### src/rtl/if_fetch_unit_if.sv
// Instruction-memory request channel used by if_fetch_unit.
// The fetch unit is the master: it raises imem_req with a stable imem_addr
// and the memory answers with a one-cycle imem_ack carrying imem_rdata.
interface if_fetch_unit_if #(
    parameter int len_addr = 32,
    parameter int len_data = 32
);
    logic                imem_req;
    logic [len_addr-1:0] imem_addr;
    logic                imem_ack;
    logic [len_data-1:0] imem_rdata;

    modport master (
        output imem_req,
        output imem_addr,
        input  imem_ack,
        input  imem_rdata
    );

    modport slave (
        input  imem_req,
        input  imem_addr,
        output imem_ack,
        output imem_rdata
    );
endinterface

### src/rtl/if_fetch_unit.sv
// if_fetch_unit: IF-stage fetch controller of a 5-stage MIPS pipeline.
// Issues one req/ack transaction per instruction to a variable-latency
// instruction memory, drives the PC write-enable, absorbs hazard stalls and
// branch flushes, and owns the IF/ID latch.
// Optional feature macro: FETCH_PERF_CNT_EN adds a saturating 32-bit
// fetch_wait_cycles counter (cycles spent waiting on the memory).
module if_fetch_unit #(
    parameter int len_addr = 32,
    parameter int len_data = 32
) (
    input  logic                clk,
    input  logic                reset,
    input  logic [len_addr-1:0] pc_in,
    output logic                pc_write,
    input  logic                stall,
    input  logic                flush,
    if_fetch_unit_if.master     imem,
    output logic [len_data-1:0] if_id_instr,
    output logic [len_addr-1:0] if_id_pc_next,
    output logic                if_id_valid
`ifdef FETCH_PERF_CNT_EN
    ,
    output logic [31:0]         fetch_wait_cycles
`endif
);

    localparam logic [1:0] ST_IDLE  = 2'd0;
    localparam logic [1:0] ST_WAIT  = 2'd1;
    localparam logic [1:0] ST_HOLD  = 2'd2;
    localparam logic [1:0] ST_DRAIN = 2'd3;

    // Sequential PC increment; the add wraps naturally modulo 2^len_addr.
    localparam logic [len_addr-1:0] ADDR_STEP = {{(len_addr-3){1'b0}}, 3'b100};

    logic [1:0]          state_q,   state_d;
    logic                req_q,     req_d;
    logic [len_addr-1:0] addr_q,    addr_d;
    logic [len_data-1:0] hold_q,    hold_d;
    logic [len_data-1:0] instr_q,   instr_d;
    logic [len_addr-1:0] pc_next_q, pc_next_d;
    logic                valid_q,   valid_d;

    logic                ack_s;
    logic [len_data-1:0] rdata_s;
    logic                load_s;

    assign ack_s   = imem.imem_ack;
    assign rdata_s = imem.imem_rdata;

    assign imem.imem_req  = req_q;
    assign imem.imem_addr = addr_q;
    assign if_id_instr    = instr_q;
    assign if_id_pc_next  = pc_next_q;
    assign if_id_valid    = valid_q;

    // A fetched instruction is available to IF/ID: acked in WAIT, or parked in HOLD.
    assign load_s = ((state_q == ST_WAIT) && ack_s) || (state_q == ST_HOLD);

    // PC advances on a flush (branch target) or whenever IF/ID accepts a new instruction.
    assign pc_write = flush
                    | ((state_q == ST_WAIT) & ack_s & ~stall)
                    | ((state_q == ST_HOLD) & ~stall);

    // Fetch FSM: request issue, ack wait, stall parking and flush draining.
    always_comb begin
        state_d = state_q;
        req_d   = req_q;
        addr_d  = addr_q;
        hold_d  = hold_q;
        case (state_q)
            ST_IDLE: begin
                if (!flush) begin
                    addr_d  = pc_in;
                    req_d   = 1'b1;
                    state_d = ST_WAIT;
                end else begin
                    state_d = ST_IDLE;
                end
            end
            ST_WAIT: begin
                if (ack_s) begin
                    req_d = 1'b0;
                    if (flush) begin
                        state_d = ST_IDLE;
                    end else if (stall) begin
                        hold_d  = rdata_s;
                        state_d = ST_HOLD;
                    end else begin
                        state_d = ST_IDLE;
                    end
                end else if (flush) begin
                    // The memory cannot be aborted: keep requesting and drop the answer.
                    state_d = ST_DRAIN;
                end else begin
                    state_d = ST_WAIT;
                end
            end
            ST_DRAIN: begin
                if (ack_s) begin
                    req_d   = 1'b0;
                    state_d = ST_IDLE;
                end else begin
                    state_d = ST_DRAIN;
                end
            end
            ST_HOLD: begin
                if (flush || !stall) begin
                    state_d = ST_IDLE;
                end else begin
                    state_d = ST_HOLD;
                end
            end
            default: begin
                req_d   = 1'b0;
                state_d = ST_IDLE;
            end
        endcase
    end

    // IF/ID latch update: flush > stall > load > bubble.
    always_comb begin
        instr_d   = instr_q;
        pc_next_d = pc_next_q;
        valid_d   = valid_q;
        if (flush) begin
            instr_d = '0;
            valid_d = 1'b0;
        end else if (stall) begin
            instr_d   = instr_q;
            pc_next_d = pc_next_q;
            valid_d   = valid_q;
        end else if (load_s) begin
            instr_d   = (state_q == ST_HOLD) ? hold_q : rdata_s;
            pc_next_d = addr_q + ADDR_STEP;
            valid_d   = 1'b1;
        end else begin
            instr_d = '0;
            valid_d = 1'b0;
        end
    end

    // State and IF/ID registers with synchronous reset.
    always_ff @(posedge clk) begin
        if (reset) begin
            state_q   <= ST_IDLE;
            req_q     <= 1'b0;
            addr_q    <= '0;
            hold_q    <= '0;
            instr_q   <= '0;
            pc_next_q <= '0;
            valid_q   <= 1'b0;
        end else begin
            state_q   <= state_d;
            req_q     <= req_d;
            addr_q    <= addr_d;
            hold_q    <= hold_d;
            instr_q   <= instr_d;
            pc_next_q <= pc_next_d;
            valid_q   <= valid_d;
        end
    end

`ifdef FETCH_PERF_CNT_EN
    logic [31:0] wait_cnt_q, wait_cnt_d;

    assign fetch_wait_cycles = wait_cnt_q;

    // Count cycles spent waiting on memory (WAIT or DRAIN), saturating at all-ones.
    always_comb begin
        if (((state_q == ST_WAIT) || (state_q == ST_DRAIN)) && (wait_cnt_q != 32'hFFFF_FFFF)) begin
            wait_cnt_d = wait_cnt_q + 32'd1;
        end else begin
            wait_cnt_d = wait_cnt_q;
        end
    end

    // Performance counter register; flush does not clear it.
    always_ff @(posedge clk) begin
        if (reset) begin
            wait_cnt_q <= 32'd0;
        end else begin
            wait_cnt_q <= wait_cnt_d;
        end
    end
`endif

endmodule
### src/flat_wrapper.sv
// flat-port wrapper written by rule: the top's interface ports become plain ports
module if_fetch_unit_flat 
#(
    parameter int len_addr = 32,
    parameter int len_data = 32
)
  (clk, reset, pc_in, pc_write, stall, flush, if_id_instr, if_id_pc_next, if_id_valid, imem_imem_req, imem_imem_addr, imem_imem_ack, imem_imem_rdata);
  if_fetch_unit_if #(.len_addr(len_addr), .len_data(len_data)) imem_i ();
  input  logic clk;
  input  logic reset;
  input  logic [len_addr-1:0] pc_in;
  output logic pc_write;
  input  logic stall;
  input  logic flush;
  output logic [len_data-1:0] if_id_instr;
  output logic [len_addr-1:0] if_id_pc_next;
  output logic if_id_valid;
  output wire logic [$bits(imem_i.imem_req)-1:0] imem_imem_req;
  output wire logic [$bits(imem_i.imem_addr)-1:0] imem_imem_addr;
  input wire logic [$bits(imem_i.imem_ack)-1:0] imem_imem_ack;
  input wire logic [$bits(imem_i.imem_rdata)-1:0] imem_imem_rdata;
  assign imem_imem_req = imem_i.imem_req;
  assign imem_imem_addr = imem_i.imem_addr;
  assign imem_i.imem_ack = imem_imem_ack;
  assign imem_i.imem_rdata = imem_imem_rdata;
  if_fetch_unit #(.len_addr(len_addr), .len_data(len_data)) u_core (.clk(clk), .reset(reset), .pc_in(pc_in), .pc_write(pc_write), .stall(stall), .flush(flush), .imem(imem_i), .if_id_instr(if_id_instr), .if_id_pc_next(if_id_pc_next), .if_id_valid(if_id_valid));
endmodule
### config.mk
export PLATFORM = sky130hd
export DESIGN_NAME = if_fetch_unit_flat
export DESIGN_NICKNAME = d
export VERILOG_FILES = /design/src/rtl/if_fetch_unit_if.sv /design/src/rtl/if_fetch_unit.sv /design/src/flat_wrapper.sv
export SDC_FILE = /design/constraint.sdc
export NUM_CORES = 1
export LEC_CHECK = 0
export BUFFER_PORTS_ARGS = -buffer_cell sky130_fd_sc_hd__buf_2
export CELL_PAD_IN_SITES_DETAIL_PLACEMENT = 1
export CELL_PAD_IN_SITES_GLOBAL_PLACEMENT = 1
export CORE_MARGIN = 1
export CORE_UTILIZATION = 35
export CTS_BUF_LIST = sky130_fd_sc_hd__clkbuf_4 sky130_fd_sc_hd__clkbuf_8
export DETAILED_ROUTE_END_ITERATION = 10
export PLACE_DENSITY_LB_ADDON = 0.1
export RECOVER_POWER = 50
export SLEW_MARGIN = 20
export SYNTH_ARGS = -nofsm -noshare
export SYNTH_HDL_FRONTEND = slang
export SYNTH_SLANG_ARGS = --single-unit
export TNS_END_PERCENT = 1
### constraint.sdc
create_clock -name clk -period 1.98 [get_ports clk]
set_input_delay 0.396 -clock clk [delete_from_list [all_inputs] [get_ports clk]]
set_output_delay 0.396 -clock clk [all_outputs]
set_load 0.03 [all_outputs]
==> flow_summary.yaml, run 1 <==
yosys:
  yosys_warnings: 0
  syn-mean-instance-area_um2: 8.459
  ys_seq_area_frac: 0.4669
  ys_seq_elements: 132
  dominantRegCellSynth: "sky130_fd_sc_hd__dfxtp_1"
  synthesis.area_mm2: 0.005659
  synthesis.nets: 739
  syn-instance-count: 669
  synth-edff-count: 0
  asyncSetResetFlopFracSynth: 0
  ys_types: 43
timing:
  worst_slew_margin_rel: 0.5105
  max_freq_mhz: 504.1
  finalWorstPathRequiredPeriod_ps: 1984
  final.period_utilization: 1.002
  setup_repair_after_global_routing_missed_its_margin: "yes"
  finalSetupViolations: 1
  transition_at_the_pin_with_the_smallest_max_transition_slack_ps: 734.2
  final_hold_viol_count: 0
  whs_ps: 177.8
  maxSlewViolCount: 0
  fin_worst_skew_ps: 12.03
  final_critical_path_setup_slack_ps: -3.645
critical_path:
  cpMostUsedCell: "sky130_fd_sc_hd__or4_4"
  critPathArrivalTime_ps: 2360
  setup.reg_to_reg.worst_slack_ps: -4
  reg2reg_depth: 5
  ff_to_ff_end: "u_core.if_id_pc_next[21]"
  slowest_delay_ps: 600
  worst_setup_path_start_kind: "flop"
  worst-endpoint-required_ps: 2360
  critical_path.cell_chain: "nand4_4, or4_4, buf_6, or4_4, a311oi_2"
  rr_startpoint: "u_core.imem.imem_addr[2]"
  worstPathMaxFanout: 6
  critPathSlowestCell: "sky130_fd_sc_hd__or4_4"
  critical_path_class: "flop to flop"
  cp-end-kind: "flop"
drt:
  via_per_inst: 5.175
  route.final.wire_length_um: 18010
  detailedRoute.firstPassIterationCount: 6
  wl_per_cell_um: 16.83
  ant_nets: 0
  vias: 5537
  detailed_route_iter0_violations: 186
  drc: 0
placed_design:
  dp.cells: 1033
  preCtsSetupSlack_ps: -41.78
  placement.io_buffers: 167
  placement.cell_area_mm2: 0.006942
  final_estimated_routing_congestion_in_global_placement: 0.7720
  place.detailed.hpwl_um: 12550
worst_hold_path:
  worstHoldStart: "pc_in[30]"
  holdCritPathClass: "input port to flop"
  worst_hold_path.num_cells: 3
  hold-path-endpoint: "u_core.imem.imem_addr[30]"
cts:
  cts.sink_count: 132
  cts_made_buffers: 17
  clock_insertion_delay_worst_skew_ps: 450
  hold_buffers: 0
  cts.htree.levels: 4
  cts_root_buffer: "sky130_fd_sc_hd__clkbuf_8"
  clock_tree.buffer_depth: 2
  clk_pin_slew_worst_paths_ps: 80
  cts_tree: "done"
die:
  initial_util: 0.3575
  num_rows: 46
  fp.dieH_um: 129.2
  die_w_um: 129.2
  design.portCount: 168
  overall_die_area_mm2: 0.01668
  total_core_area_mm2: 0.01583
final_layout:
  fin_area_mm2: 0.007365
  layout_common_cells: "145 x sky130_fd_sc_hd__nand2_1, 117 x sky130_fd_sc_hd__dfxtp_1, 98 x sky130_fd_sc_hd__buf_2"
  fillCellCount: 1959
  number_of_antenna_cells_inserted: 0
  final-instance-count-excl-fill: 1070
  area_growth_pct: 30.13
  layout_commonest_cell: "sky130_fd_sc_hd__nand2_1"
  final_layout_size_suffix_gt1_frac: 0.2447
  num-nets-final: 911
global_routing:
  pin_count_of_the_biggest_net_entering_global_routing: 61
  globalRoute.totalOverflow: 0
  vias_in_the_first_global_route: 5620
  grt.total_usage: 0.2196
  initial_antenna_violation_count: 3
  grt_first_pass_wirelength_um: 28510
run_status:
  outcome: "finished with violations"
  violations: "setup timing"
power_and_ir_drop:
  powerDensity_mw_per_mm2: 814.9
  leakagePower_nw: 2.883
  ir_drop_v: 0.0003587
  power_mw: 6.001
run:
  drv_cap: 0
-- power by group --
| part | total [mW] | internal, mW | switching [mW] |
|---|---|---|---|
| Clock | 2.43 | 1.33 | 1.11 |
| Sequential | 2.80 | 2.73 | 0.0741 |
| Combinational | 0.764 | 0.275 | 0.489 |
-- final cells by class --
class | instances | area [um2] | share of cell area
clock buffers | 20 | 269.0 | 0.03653
clock inverters | 12 | 153.9 | 0.02090
inverters | 7 | 26.28 | 0.003568
multi-input cells | 473 | 2829 | 0.3841
flip-flops and latches | 132 | 2689 | 0.3651
well taps | 216 | 270.3 | 0.03670
repair buffers | 210 | 1127 | 0.1531
-- state kept, by name, summed over array words and instances, names as in the netlist --
register,cells
u_core.if_id_valid,1
u_core.imem.imem_addr,32
u_core.imem.imem_req,1
u_core.if_id_pc_next,32
u_core.hold_q,32
u_core.if_id_instr,32
u_core.state_q,2
-- metal layers --
metal	share of wire	up-vias	track usage
li1	-	2716	-
met1	0.43	2675	0.2547
met2	0.50	113	0.3858
met3	0.053	29	0.05987
met4	0.016	4	0.08097
met5	0.0015	-	0
-- worst max-delay path, delay by kind of cell, from the launching register on --
kind            cells  cell delay (ps)
buf+inv             1              150
simple gates        3             1140
flops               1              390
compound gates      1              230
-- timing repair --
| item | 4_1_cts | 5_1_grt |
|---|---|---|
| setup endpoints to repair | 3 | 9 |
| setup buffers | 5 | 0 |
| resized for setup | 5 | 8 |
| pin swaps | 3 | 2 |
| hold endpoints to repair | 0 | 0 |
-- worst max path at each step --
| stage | start | end | slack (ps) | cells after the start |
|---|---|---|---|---|
| floorplan | u_core.imem.imem_addr[5] | u_core.if_id_pc_next[25] | -40 | 5 |
| global placement | u_core.imem.imem_addr[8] | u_core.if_id_pc_next[27] | 70 | 4 |
| detailed placement | u_core.imem.imem_addr[8] | u_core.if_id_pc_next[27] | -40 | 4 |
| CTS | u_core.imem.imem_addr[2] | u_core.if_id_pc_next[23] | -10 | 5 |
| global route | u_core.imem.imem_addr[2] | u_core.if_id_pc_next[21] | -30 | 5 |
| finish | u_core.imem.imem_addr[2] | u_core.if_id_pc_next[21] | -4 | 5 |
-- through the flow --
step             util  TNS, ps
2_1_floorplan       -   -67.67
3_3_place_gp   0.4386        0
3_5_place_dp   0.4386   -41.78
4_1_cts        0.4690   -32.11
5_1_grt        0.4653   -81.80
6_report       0.4653   -3.645
-- Yosys cell counts (3+ instances only) --
library cell	count	area, um2
sky130_fd_sc_hd__xnor2_1	10	87.58
sky130_fd_sc_hd__mux2i_1	33	330.3
sky130_fd_sc_hd__nand2_1	145	544.3
sky130_fd_sc_hd__clkbuf_1	41	153.9
sky130_fd_sc_hd__nor2_1	35	131.4
sky130_fd_sc_hd__buf_1	7	26.28
sky130_fd_sc_hd__inv_1	7	26.28
sky130_fd_sc_hd__a311oi_1	11	96.34
sky130_fd_sc_hd__nand4_1	5	31.28
sky130_fd_sc_hd__o21ai_0	4	20.02
sky130_fd_sc_hd__or4_1	8	60.06
sky130_fd_sc_hd__a2bb2oi_1	32	280.3
sky130_fd_sc_hd__nand2b_1	4	25.02
sky130_fd_sc_hd__nor4_1	8	50.05
sky130_fd_sc_hd__nor3_1	38	190.2
sky130_fd_sc_hd__o31ai_1	8	60.06
sky130_fd_sc_hd__dfxtp_1	132	2643
sky130_fd_sc_hd__or3_1	4	25.02
sky130_fd_sc_hd__nand3_1	12	60.06
sky130_fd_sc_hd__and4_1	3	26.28
sky130_fd_sc_hd__a21oi_1	69	345.3
sky130_fd_sc_hd__a211oi_1	17	127.6
sky130_fd_sc_hd__buf_2	6	30.03
sky130_fd_sc_hd__and3_1	3	18.77
sky130_fd_sc_hd__nand3b_1	3	22.52
-- cell families (layout without fill, tap and decap cells) --
kind of cell,count (synthesis),count (layout),share of synthesized area
compound gates,148,148,0.1780
xor+xnor,12,12,0.01857
fa+ha+maj,1,1,0.002211
buf+inv,64,249,0.04710
flops,132,132,0.4669
mux,33,33,0.05837
simple gates,279,279,0.2288
Power figures use the tool's default switching activity.
==> run 2, diff against run 1 <==
Settings changed: CORE_UTILIZATION 35 to 34, CTS_BUF_LIST sky130_fd_sc_hd__clkbuf_4 sky130_fd_sc_hd__clkbuf_8 to sky130_fd_sc_hd__clkbuf_16.
==> flow_summary.yaml, run 2 (same netlist as run 1, synthesis figures left out) <==
timing:
  finalWorstPathRequiredPeriod_ps: 1990
  final_critical_path_setup_slack_ps: -9.737
  worst_slew_margin_rel: 0.4853
  fin_worst_skew_ps: 4.298
  setup_repair_after_global_routing_missed_its_margin: "yes"
  transition_at_the_pin_with_the_smallest_max_transition_slack_ps: 772.0
  final_hold_viol_count: 0
  final.period_utilization: 1.005
  finalSetupViolations: 1
  maxSlewViolCount: 0
  max_freq_mhz: 502.6
drt:
  ant_nets: 0
  detailedRoute.firstPassIterationCount: 4
  via_per_inst: 5.222
  drc: 0
  vias: 5567
  detailed_route_iter0_violations: 201
  route.final.wire_length_um: 18170
  wl_per_cell_um: 17.04
final_layout:
  layout.area.seq_mm2: 0.002688
  layout_commonest_cell: "sky130_fd_sc_hd__nand2_1"
  final_layout_size_suffix_gt1_frac: 0.2353
  layout_common_cells: "144 x sky130_fd_sc_hd__nand2_1, 118 x sky130_fd_sc_hd__dfxtp_1, 99 x sky130_fd_sc_hd__buf_2"
  area_growth_pct: 31.64
  fillCellCount: 1949
  finish.utilization: 0.4639
  multiInputGateArea_mm2: 0.002863
  num-nets-final: 907
  number_of_antenna_cells_inserted: 0
die:
  fp.dieH_um: 131.0
  overall_die_area_mm2: 0.01716
  initial_util: 0.3524
  total_core_area_mm2: 0.01606
  num_rows: 46
  die_w_um: 131.0
  design.portCount: 168
critical_path:
  reg2reg_depth: 5
  timing.critical_path.depth: 5
  critPathSlowestCell: "sky130_fd_sc_hd__or4_4"
  rr_startpoint: "u_core.imem.imem_addr[2]"
  crit_path_end: "u_core.if_id_pc_next[28]"
  worst-endpoint-required_ps: 2310
  setup.reg_to_reg.worst_slack_ps: -10
  cpMostUsedCell: "sky130_fd_sc_hd__or4_4"
  critPathArrivalTime_ps: 2320
  critical_path.cell_chain: "ha_4, nand3_4, or4_4, or4_4, a311oi_2"
  slowest_delay_ps: 570
  critical_path_class: "flop to flop"
  cp_top_family: "simple AND/OR/NAND/NOR gates"
  worstPathMaxFanout: 6
  crit_path_start: "u_core.imem.imem_addr[2]"
  crit_buf_inv: 0
  worst_setup_path_start_kind: "flop"
  cp-end-kind: "flop"
  ff_to_ff_end: "u_core.if_id_pc_next[28]"
cts:
  clk_pin_slew_worst_paths_ps: 60
  clock_insertion_delay_worst_skew_ps: 420
  cts_tree: "done"
  cts_made_buffers: 17
  cts.htree.levels: 4
  clock_tree.buffer_depth: 2
  hold_buffers: 0
  cts.sink_count: 132
  cts_root_buffer: "sky130_fd_sc_hd__clkbuf_16"
global_routing:
  grt.total_usage: 0.2153
  initial_antenna_violation_count: 1
  gr-usage-met3: 0.05782
  met2_usage: 0.3806
  vias_in_the_first_global_route: 5524
  globalRoute.totalOverflow: 0
  gr-max-usage-layer: "met2"
  pin_count_of_the_biggest_net_entering_global_routing: 61
  grt_first_pass_wirelength_um: 28340
  grt_util_met1: 0.2514
run_status:
  violations: "setup timing"
  outcome: "finished with violations"
run:
  drv_cap: 0
power_and_ir_drop:
  powerDensity_mw_per_mm2: 877.2
  power_mw: 6.535
  ir_drop_v: 0.0005955
  leakagePower_nw: 2.913
placed_design:
  final_estimated_routing_congestion_in_global_placement: 0.7704
  place.detailed.hpwl_um: 12460
  placement.io_buffers: 167
worst_hold_path:
  holdCritPathClass: "input port to flop"
-- run 2: timing repair --
| action | in CTS | in global routing |
|---|---|---|
| pin swaps | 2 | 8 |
| hold endpoints to repair | 0 | 0 |
| setup endpoints to repair | 3 | 9 |
| setup buffers | 1 | 1 |
| resized for setup | 0 | 14 |
| cloned | 0 | 1 |
-- run 2: per-layer routing --
layer | part of all wire | vias up
met5 | 0.00055 | -
met4 | 0.014 | 2
met3 | 0.055 | 21
met2 | 0.50 | 119
met1 | 0.43 | 2710
li1 | - | 2715
-- run 2: stage by stage --
| stage | cells | area [um2] | hold WS (ps) | worst slack [ps] | TNS, ps |
|---|---|---|---|---|---|
| after global routing | 1066 | 7450 | 216.9 | -78.28 | -341.5 |
| after global placement | 1031 | 6914 | 441.1 | 63.27 | 0 |
| after floorplan | 669 | 5720 | 435.7 | -35.24 | -67.67 |
| after detailed placement | 1031 | 6914 | 447.0 | -29.57 | -29.57 |
| final | 1066 | 7450 | 203.7 | -9.737 | -9.737 |
| after CTS | 1064 | 7471 | 186.3 | -43.10 | -43.10 |
-- run 2: how the worst min path moves through the flow --
stage,startpoint,endpoint,slack (ps),cells after the start
4_1_cts,imem_imem_ack,u_core.imem.imem_req,190,2
3_5_place_dp,u_core.hold_q[4],u_core.hold_q[4],450,2
5_1_grt,pc_in[3],u_core.imem.imem_addr[3],220,3
3_3_place_gp,u_core.hold_q[17],u_core.hold_q[17],440,2
6_report,imem_imem_ack,u_core.imem.imem_req,200,2
2_1_floorplan,u_core.hold_q[0],u_core.hold_q[0],440,2
-- run 2: cell type report --
type / count / area share
clock inverters: 15 / 0.01663
multi-input cells: 474 / 0.3843
repair buffers: 205 / 0.1414
inverters: 7 / 0.003527
flip-flops and latches: 132 / 0.3608
well taps: 216 / 0.03628
clock buffers: 17 / 0.05710
-- run 2: report_power, final --
group / switching [mW] / internal, mW
Combinational: 0.474 / 0.262
Sequential: 0.0869 / 2.74
Clock: 1.17 / 1.81
